===== config.mk =====
export PLATFORM = sky130hd
export DESIGN_NAME = vga_ram_port_arbiter
export DESIGN_NICKNAME = d
export VERILOG_FILES = /design/src/rtl/vga_ram_port_arbiter.sv
export SDC_FILE = /design/constraint.sdc
export NUM_CORES = 1
export LEC_CHECK = 0
export CORE_ASPECT_RATIO = 1.4
export CORE_MARGIN = 5
export CORE_UTILIZATION = 41
export DETAILED_ROUTE_END_ITERATION = 8
export PLACE_DENSITY = 0.77
export REMOVE_ABC_BUFFERS = 1
export SLEW_MARGIN = 0
export SYNTH_ARGS = -nofsm -noshare
export SYNTH_HDL_FRONTEND = slang
export SYNTH_SLANG_ARGS = --single-unit

===== constraint.sdc =====
create_clock -name pix_clk -period 2.5 [get_ports pix_clk]
set_input_delay 0.25 -clock pix_clk [delete_from_list [all_inputs] [get_ports pix_clk]]
set_output_delay 0.25 -clock pix_clk [all_outputs]
set_load 0.02 [all_outputs]

===== src/rtl/vga_ram_port_arbiter.sv =====
// Shares the single RAM port B between the display fetch path, which always wins,
// and an auxiliary requester that only gets the free slots. Reads are tagged so the data returned on ram_q_b reaches the right requester.
module vga_ram_port_arbiter #(
   parameter int          ADDR_WIDTH    = 16,
   parameter int          RAM_LATENCY   = 1,
   parameter logic [15:0] STARVE_LIMIT  = 16'd800,
   parameter bit          BLANK_ONLY_WR = 1'b1
) (
   input  logic                  pix_clk,
   input  logic                  reset,
   input  logic                  bright,
   input  logic                  disp_req,
   input  logic [ADDR_WIDTH-1:0] disp_addr,
   output logic                  disp_rvalid,
   input  logic                  aux_req,
   input  logic                  aux_we,
   input  logic [ADDR_WIDTH-1:0] aux_addr,
   input  logic [15:0]           aux_wdata,
   output logic                  aux_gnt,
   output logic                  aux_rvalid,
   output logic                  aux_starve,
   output logic [ADDR_WIDTH-1:0] ram_addr_b,
   output logic                  ram_we_b,
   output logic [15:0]           ram_d_b,
   input  logic [15:0]           ram_q_b
);

   typedef enum logic [1:0] {SLOT_IDLE, SLOT_DISP, SLOT_AUX} slot_e;
   typedef enum logic [1:0] {TAG_NONE, TAG_DISP, TAG_AUXRD} tag_e;

   // Stage 0 lines up with ram_addr_b. The last stage lines up with the matching ram_q_b.
   localparam int TAG_STAGES = RAM_LATENCY + 1;

   slot_e                 slot;
   logic                  auxAllowed;
   tag_e                  tagIn;
   logic [ADDR_WIDTH-1:0] ramAddr_q, ramAddr_d;
   logic                  ramWe_q, ramWe_d;
   logic [15:0]           ramD_q, ramD_d;
   tag_e                  tag_q [TAG_STAGES];
   logic [15:0]           waitCnt_q, waitCnt_d;
   logic                  starve_q, starve_d;

   always_comb begin
      auxAllowed = !(BLANK_ONLY_WR && aux_we && bright);
      slot       = SLOT_IDLE;
      if (disp_req) begin
         slot = SLOT_DISP;
      end else if (aux_req && auxAllowed) begin
         slot = SLOT_AUX;
      end
   end

   assign aux_gnt = (slot == SLOT_AUX) && !reset;

   always_comb begin
      ramAddr_d = ramAddr_q;
      ramWe_d   = 1'b0;
      ramD_d    = ramD_q;
      tagIn     = TAG_NONE;
      case (slot)
         SLOT_DISP: begin
            ramAddr_d = disp_addr;
            tagIn     = TAG_DISP;
         end
         SLOT_AUX: begin
            ramAddr_d = aux_addr;
            ramWe_d   = aux_we;
            ramD_d    = aux_wdata;
            if (!aux_we) begin
               tagIn = TAG_AUXRD;
            end
         end
         default: begin
         end
      endcase
   end

   // The wait counter saturates rather than wrapping, so a starved requester never looks fresh again.
   always_comb begin
      waitCnt_d = waitCnt_q;
      starve_d  = starve_q;
      if (aux_gnt || !aux_req) begin
         waitCnt_d = 16'd0;
      end else if (waitCnt_q != 16'hFFFF) begin
         waitCnt_d = waitCnt_q + 16'd1;
      end
      if (aux_gnt) begin
         starve_d = 1'b0;
      end else if (aux_req && (waitCnt_d >= STARVE_LIMIT)) begin
         starve_d = 1'b1;
      end
   end

   always_ff @(posedge pix_clk) begin
      if (reset) begin
         ramAddr_q <= '0;
         ramWe_q   <= 1'b0;
         ramD_q    <= 16'd0;
         waitCnt_q <= 16'd0;
         starve_q  <= 1'b0;
         for (int i = 0; i < TAG_STAGES; i++) begin
            tag_q[i] <= TAG_NONE;
         end
      end else begin
         ramAddr_q <= ramAddr_d;
         ramWe_q   <= ramWe_d;
         ramD_q    <= ramD_d;
         waitCnt_q <= waitCnt_d;
         starve_q  <= starve_d;
         tag_q[0]  <= tagIn;
         for (int i = 1; i < TAG_STAGES; i++) begin
            tag_q[i] <= tag_q[i-1];
         end
      end
   end

   assign ram_addr_b  = ramAddr_q;
   assign ram_we_b    = ramWe_q;
   assign ram_d_b     = ramD_q;
   assign aux_starve  = starve_q;
   assign disp_rvalid = (tag_q[TAG_STAGES-1] == TAG_DISP);
   assign aux_rvalid  = (tag_q[TAG_STAGES-1] == TAG_AUXRD);

endmodule

==> impl_metrics.tcl, run 1 <==
set metrics [dict create \
    outcome "complete, no violations" \
    grt_pass1_vias 2121 \
    cts_made_buffers 5 \
    required_ns 2.74 \
    gr-usage-all-layers_pct 16.5 \
    clockBufferDepth 2 \
    ir_worst_vdd_v 0.000430 \
    nets 434 \
    cp_top_family "simple AND/OR/NAND/NOR gates" \
    clk_pin_slew_ns 0.10 \
    final_layout_size_suffix_gt1_share_pct 5.77 \
    path_max_fanout 11 \
    endpoint_kind "flip-flop" \
    maxCapViolations 0 \
    num_antenna_cells 0 \
    initial_core_util_pct 41.6 \
    instances_no_fill 432 \
    ys_async_sr_fraction_pct 0 \
    hold_buffers 0 \
    fin_crit_sh_pct 82.3 \
    path_buf_inv 1 \
    rsz0062_at_grt "no" \
    drc_errors 0 \
    viasPerCell 5.02 \
    slew_viol_final 0 \
    core.rowCount 32 \
    power_density_nw_per_um2 520 \
    io_pins 107 \
    cts_setup_buffers 0 \
    relSlewSlack_pct 67.6 \
    h-tree-depth 2 \
    clock.fmax_mhz 486 \
    min_period_ns 2.06 \
    area_growth_pct 46.9 \
    hold_violations 0 \
    grt_pass1_wl_um 9450 \
    die_h_um 98.0 \
    setup_tns_ns 0 \
    fp.dieW_um 72.8 \
    p_leak_nw 1.19 \
    post_drt_wl_per_cell_um 13.5 \
    wl_um 5840 \
    hold_path_class "reg2reg" \
    critPathArrivalTime_ns 2.30 \
    seq_area_frac_synth_pct 47.7 \
    cts_tree "yes" \
    drtAntennaViolNets 0 \
    critPathMaxStageDelay_ns 0.60 \
    synth_area_um2 2270 \
    yosys-top-cells-area "dfxtp_1, nand2_1, a311oi_1, nor2_1, a21oi_1" \
    syn_area_per_cell_um2 8.15 \
    root_buffer "clkbuf_8" \
    synth_flop_cell "dfxtp_1" \
    cts_resized 0 \
    synth_area_leader_cell "dfxtp_1" \
    first_iter_violations 44 \
    clkLatencyLatePin_ns 0.30 \
    setup_violations 0 \
    critPathSlowestCell "or4_1" \
    dp_cells 424 \
    skew_ns 0.00974 \
    ys_types 37 \
    crit_chain "ha_1, nand4_1, buf_4, or4_1, nand2_1, mux2i_1, a41o_1, o211ai_2" \
    antenna_found_initial 0 \
    numClockSinks 54 \
    synth.top_cell.area_share_pct 47.7 \
    worst_pin_slew_ns 0.482 \
    synth_edf_count 0 \
    path_class "reg2reg" \
    synthCells 278 \
    portBuffers 90 \
    utilization_pct 61.1 \
    start_kind "flip-flop" \
    via_count 2168 \
    ys_ff_latch 54 \
    post-synth-top-count-cell "nand2_1" \
    synth_common_cells "nand2_1, dfxtp_1, nor2_1" \
    fp.coreArea_um2 5450 \
    fill_cells 475 \
    globalplace.congestion 0.802 \
    dp.final_hpwl_um 4340 \
    grt_overflow 0 \
    synth-warning-count 0 \
    grt_max_degree 35 \
    die-area_um2 7130 \
    drt-pass1-iter-count 4 \
]
[per-stage QoR]
step                      area, um^2  hold WS, ns  worst slack, ns  total power, mW
after floorplan                 2190        0.319            0.516             1.05
after global placement          3230        0.420            0.490             1.23
after detailed placement        3230        0.424            0.463             1.24
after CTS                       3330        0.445            0.436             1.76
after global routing            3330        0.474            0.321             1.81
final                           3330        0.441            0.442             1.73
[cell families (layout without fill, tap and decap cells)]
kind of cell	after synthesis	in the layout	synth area share (%)
AND/OR/NAND/NOR	145	145	29.7
flip-flops	54	54	47.7
AO/OA/AOI/OAI	46	46	13.7
buffers and inverters	20	106	3.48
XOR/XNOR	8	8	3.09
multiplexers	4	4	1.77
adder cells (fa/ha/maj)	1	1	0.552
[flip-flops by register name, indices dropped and copies added (netlist names)]
register    cells
tag_q           4
ram_d_b        16
waitCnt_q      16
aux_starve      1
ram_addr_b     16
ram_we_b        1
[placed cells by master (no fill, tap or decap), types with 2 or more instances in the layout]
cell and n:
a21oi_1 20, a311oi_1 16, and2_1 2, buf_4 7
clkbuf_8 6, clkdlybuf4s50_1 90, dfxtp_1 54, mux2i_1 4
nand2_1 73, nand3_1 7, nand4_1 3, nor2_1 34
nor2b_1 5, nor3_1 5, nor4_1 2, nor4_2 2
o21ai_0 5, or3_1 2, xnor2_1 6, xor2_1 2
[layout make-up]
class / instances / area (um^2) / share of cell area, %
Inverter: 1 / 3.75 / 0.113
Clock inverter: 2 / 16.3 / 0.489
Tap cell: 68 / 85.1 / 2.56
Multi-Input combinational cell: 204 / 1110 / 33.2
Timing Repair Buffer: 97 / 953 / 28.6
Clock buffer: 6 / 82.6 / 2.48
Sequential cell: 54 / 1080 / 32.5
[routing by layer]
metal | vias to the layer above | GRT usage (%) | part of all wire [%]
met5 | - | 0 | 0
met4 | 0 | 5.11 | 1.5
met3 | 8 | 10.1 | 13
met2 | 68 | 28.2 | 49
met1 | 977 | 16.4 | 36
li1 | 1115 | - | -
[final timing paths]
path	to	startpoint	cells after the start	slack, ns
max reg2reg	aux_starve	waitCnt_q[0]	8	0.44
max	aux_starve	waitCnt_q[0]	8	0.44
min reg2reg	tag_q[0][2]	tag_q[0][0]	1	0.44
min	tag_q[0][2]	tag_q[0][0]	1	0.44
[power by group]
part	switching [mW]	internal (mW)
Combinational	0.137	0.164
Clock	0.289	0.229
Sequential	0.0177	0.897
No activity file was read; power rests on OpenSTA's default activity.
==> inputs of run 2 (changes only) <==
CORE_UTILIZATION = 37   (was 41)
PLACE_DENSITY = 0.73   (was 0.77)
clock period = 1.7 ns   (was 2.5 ns; I/O delays follow)
==> impl_metrics.tcl, run 2 (synthesis results as in run 1) <==
set metrics [dict create \
    outcome "complete, but fails checks" \
    violations "setup timing" \
    power_frac_clock_pct 27.1 \
    via_count 2301 \
    ir_worst_vdd_v 0.000473 \
    wl_met1_um 2440 \
    hold_buffers 0 \
    fill_cells 519 \
    die-area_um2 7810 \
    cp-startpoint "waitCnt_q[12]" \
    viasPerCell 4.98 \
    dp.final_hpwl_um 4600 \
    io_pins 107 \
    routed-wl-met2_um 3190 \
    num_antenna_cells 0 \
    clockBufferDepth 2 \
    crit_chain "nand4_1, buf_4, nor3_2, and4bb_1, xnor2_2, or3_1, o211ai_2" \
    hold_path_class "in2reg" \
    critPathMaxStageDelay_ns 0.38 \
    wl_um 6240 \
    setup_violations 5 \
    fp.dieW_um 76.1 \
    mostFrequentLayoutCells "clkdlybuf4s50_1, nand2_1, dfxtp_1" \
    p_leak_nw 1.34 \
    path_buf_inv 1 \
    cts_made_buffers 5 \
    drc_errors 0 \
    path_class "reg2reg" \
    rsz0062_at_grt "yes" \
    p_sw_mw 0.623 \
    slew_viol_final 0 \
    path_max_fanout 4 \
    setup_tns_ns -0.261 \
    h-tree-depth 2 \
    grt_pass1_vias 2233 \
    final_common_cell "clkdlybuf4s50_1" \
    p_seq_share_pct 54.4 \
    top_layer "met4" \
    p_total_mw 2.47 \
    pre_cts_slack_ns -0.162 \
    hold_start "aux_wdata[10]" \
    nets 463 \
    layout_setup_ws_ns -0.169 \
    drtAntennaViolNets 0 \
    swShare_pct 25.2 \
    intPower_mw 1.85 \
    die_h_um 103 \
    cp_top_family "simple AND/OR/NAND/NOR gates" \
    antenna_found_initial 0 \
    grt_pass1_wl_um 10200 \
    final_layout_size_suffix_gt1_share_pct 15.1 \
    area_growth_pct 59.4 \
    p_comb_share_pct 18.5 \
    grt_max_degree 38 \
    relSlewSlack_pct 73.2 \
    first_iter_violations 96 \
    power_density_nw_per_um2 685 \
    start_kind "flip-flop" \
    gr-usage-all-layers_pct 15.7 \
    fin_crit_sh_pct 110 \
    drt-pass1-iter-count 4 \
    clk_pin_slew_ns 0.09 \
    post_drt_wl_per_cell_um 13.5 \
    clkLatencyLatePin_ns 0.30 \
    cts_tree "yes" \
    rr_startpoint "waitCnt_q[12]" \
    portBuffers 90 \
    numClockSinks 54 \
    min_period_ns 1.87 \
    maxCapViolations 0 \
    critPathSlowestCell "or3_1" \
    fp.coreArea_um2 5900 \
    skew_ns 0.00497 \
    endpoint_kind "flip-flop" \
    hold_violations 0 \
    root_buffer "clkbuf_8" \
    critPathArrivalTime_ns 2.10 \
    grt_overflow 0 \
    globalplace.congestion 0.784 \
    met3_wirelength_um 537 \
    initial_core_util_pct 38.4 \
    clock.fmax_mhz 535 \
    core.rowCount 33 \
    worst_pin_slew_ns 0.402 \
    required_ns 1.93 \
    utilization_pct 61.2 \
]
[run 2: cell types whose count changed in the layout (fill, tap and decap cells not counted), moves of 2 or more]
| cell | delta |
|---|---|
| buf_6 | +2 |
| clkinv_2 | +2 |
| nor3_2 | +3 |
| buf_12 | +2 |
| dfxtp_2 | +3 |
| dfxtp_1 | -3 |
| buf_4 | +25 |
| nor3_1 | -3 |
[run 2: layer usage]
| layer | GRT usage (%) | vias to the layer above |
|---|---|---|
| met2 | 29.4 | 62 |
| met4 | 3.63 | 0 |
| met1 | 16.2 | 1053 |
| met3 | 6.82 | 8 |
| met5 | 0 | - |
| li1 | - | 1178 |
[run 2: tightest hold or removal path: stages]
cell	delay (ns)
clkdlybuf4s50_1	0.39
nand2_1	0.05
a21oi_1	0.05
[run 2: through the flow]
stage / hold slack, ns / cells / cell area [um^2]
6_report: 0.411 / 462 / 3610
3_5_place_dp: 0.427 / 451 / 3440
5_1_grt: 0.389 / 462 / 3610
3_3_place_gp: 0.415 / 451 / 3440
2_1_floorplan: 0.239 / 259 / 2190
4_1_cts: 0.397 / 459 / 3540
[run 2: timing repair]
item | in CTS | in global routing
setup endpoints to repair | 6 | 9
pin swaps | 1 | 7
hold endpoints to repair | 0 | 0
resized for setup | 5 | 9
setup buffers | 1 | 3
[run 2: layout make-up]
cell class	count	area, um^2	area share (%)
multi-input cells	204	1150	32.0
flip-flops and latches	54	1080	30.0
clock inverters	2	10.0	0.277
inverters	1	3.75	0.104
well taps	70	87.6	2.42
clock buffers	5	68.8	1.91
repair buffers	126	1200	33.3
[run 2: path summary, 6_finish.rpt]
check,end,slack (ns),cells past startpoint
setup / recovery,aux_starve,-0.17,7
hold / removal,ram_d_b[10],0.41,3
setup reg to reg,aux_starve,-0.17,7
hold reg to reg,tag_q[0][3],0.45,1
[run 2: power groups by stage]
stage	Sequential [mW]	Clock (mW)	Combinational, mW
floorplan	1.43	0	0.107
global placement	1.37	0	0.458
detailed placement	1.37	0	0.463
CTS	1.35	0.702	0.464
global route	1.35	0.751	0.493
finish	1.35	0.671	0.456
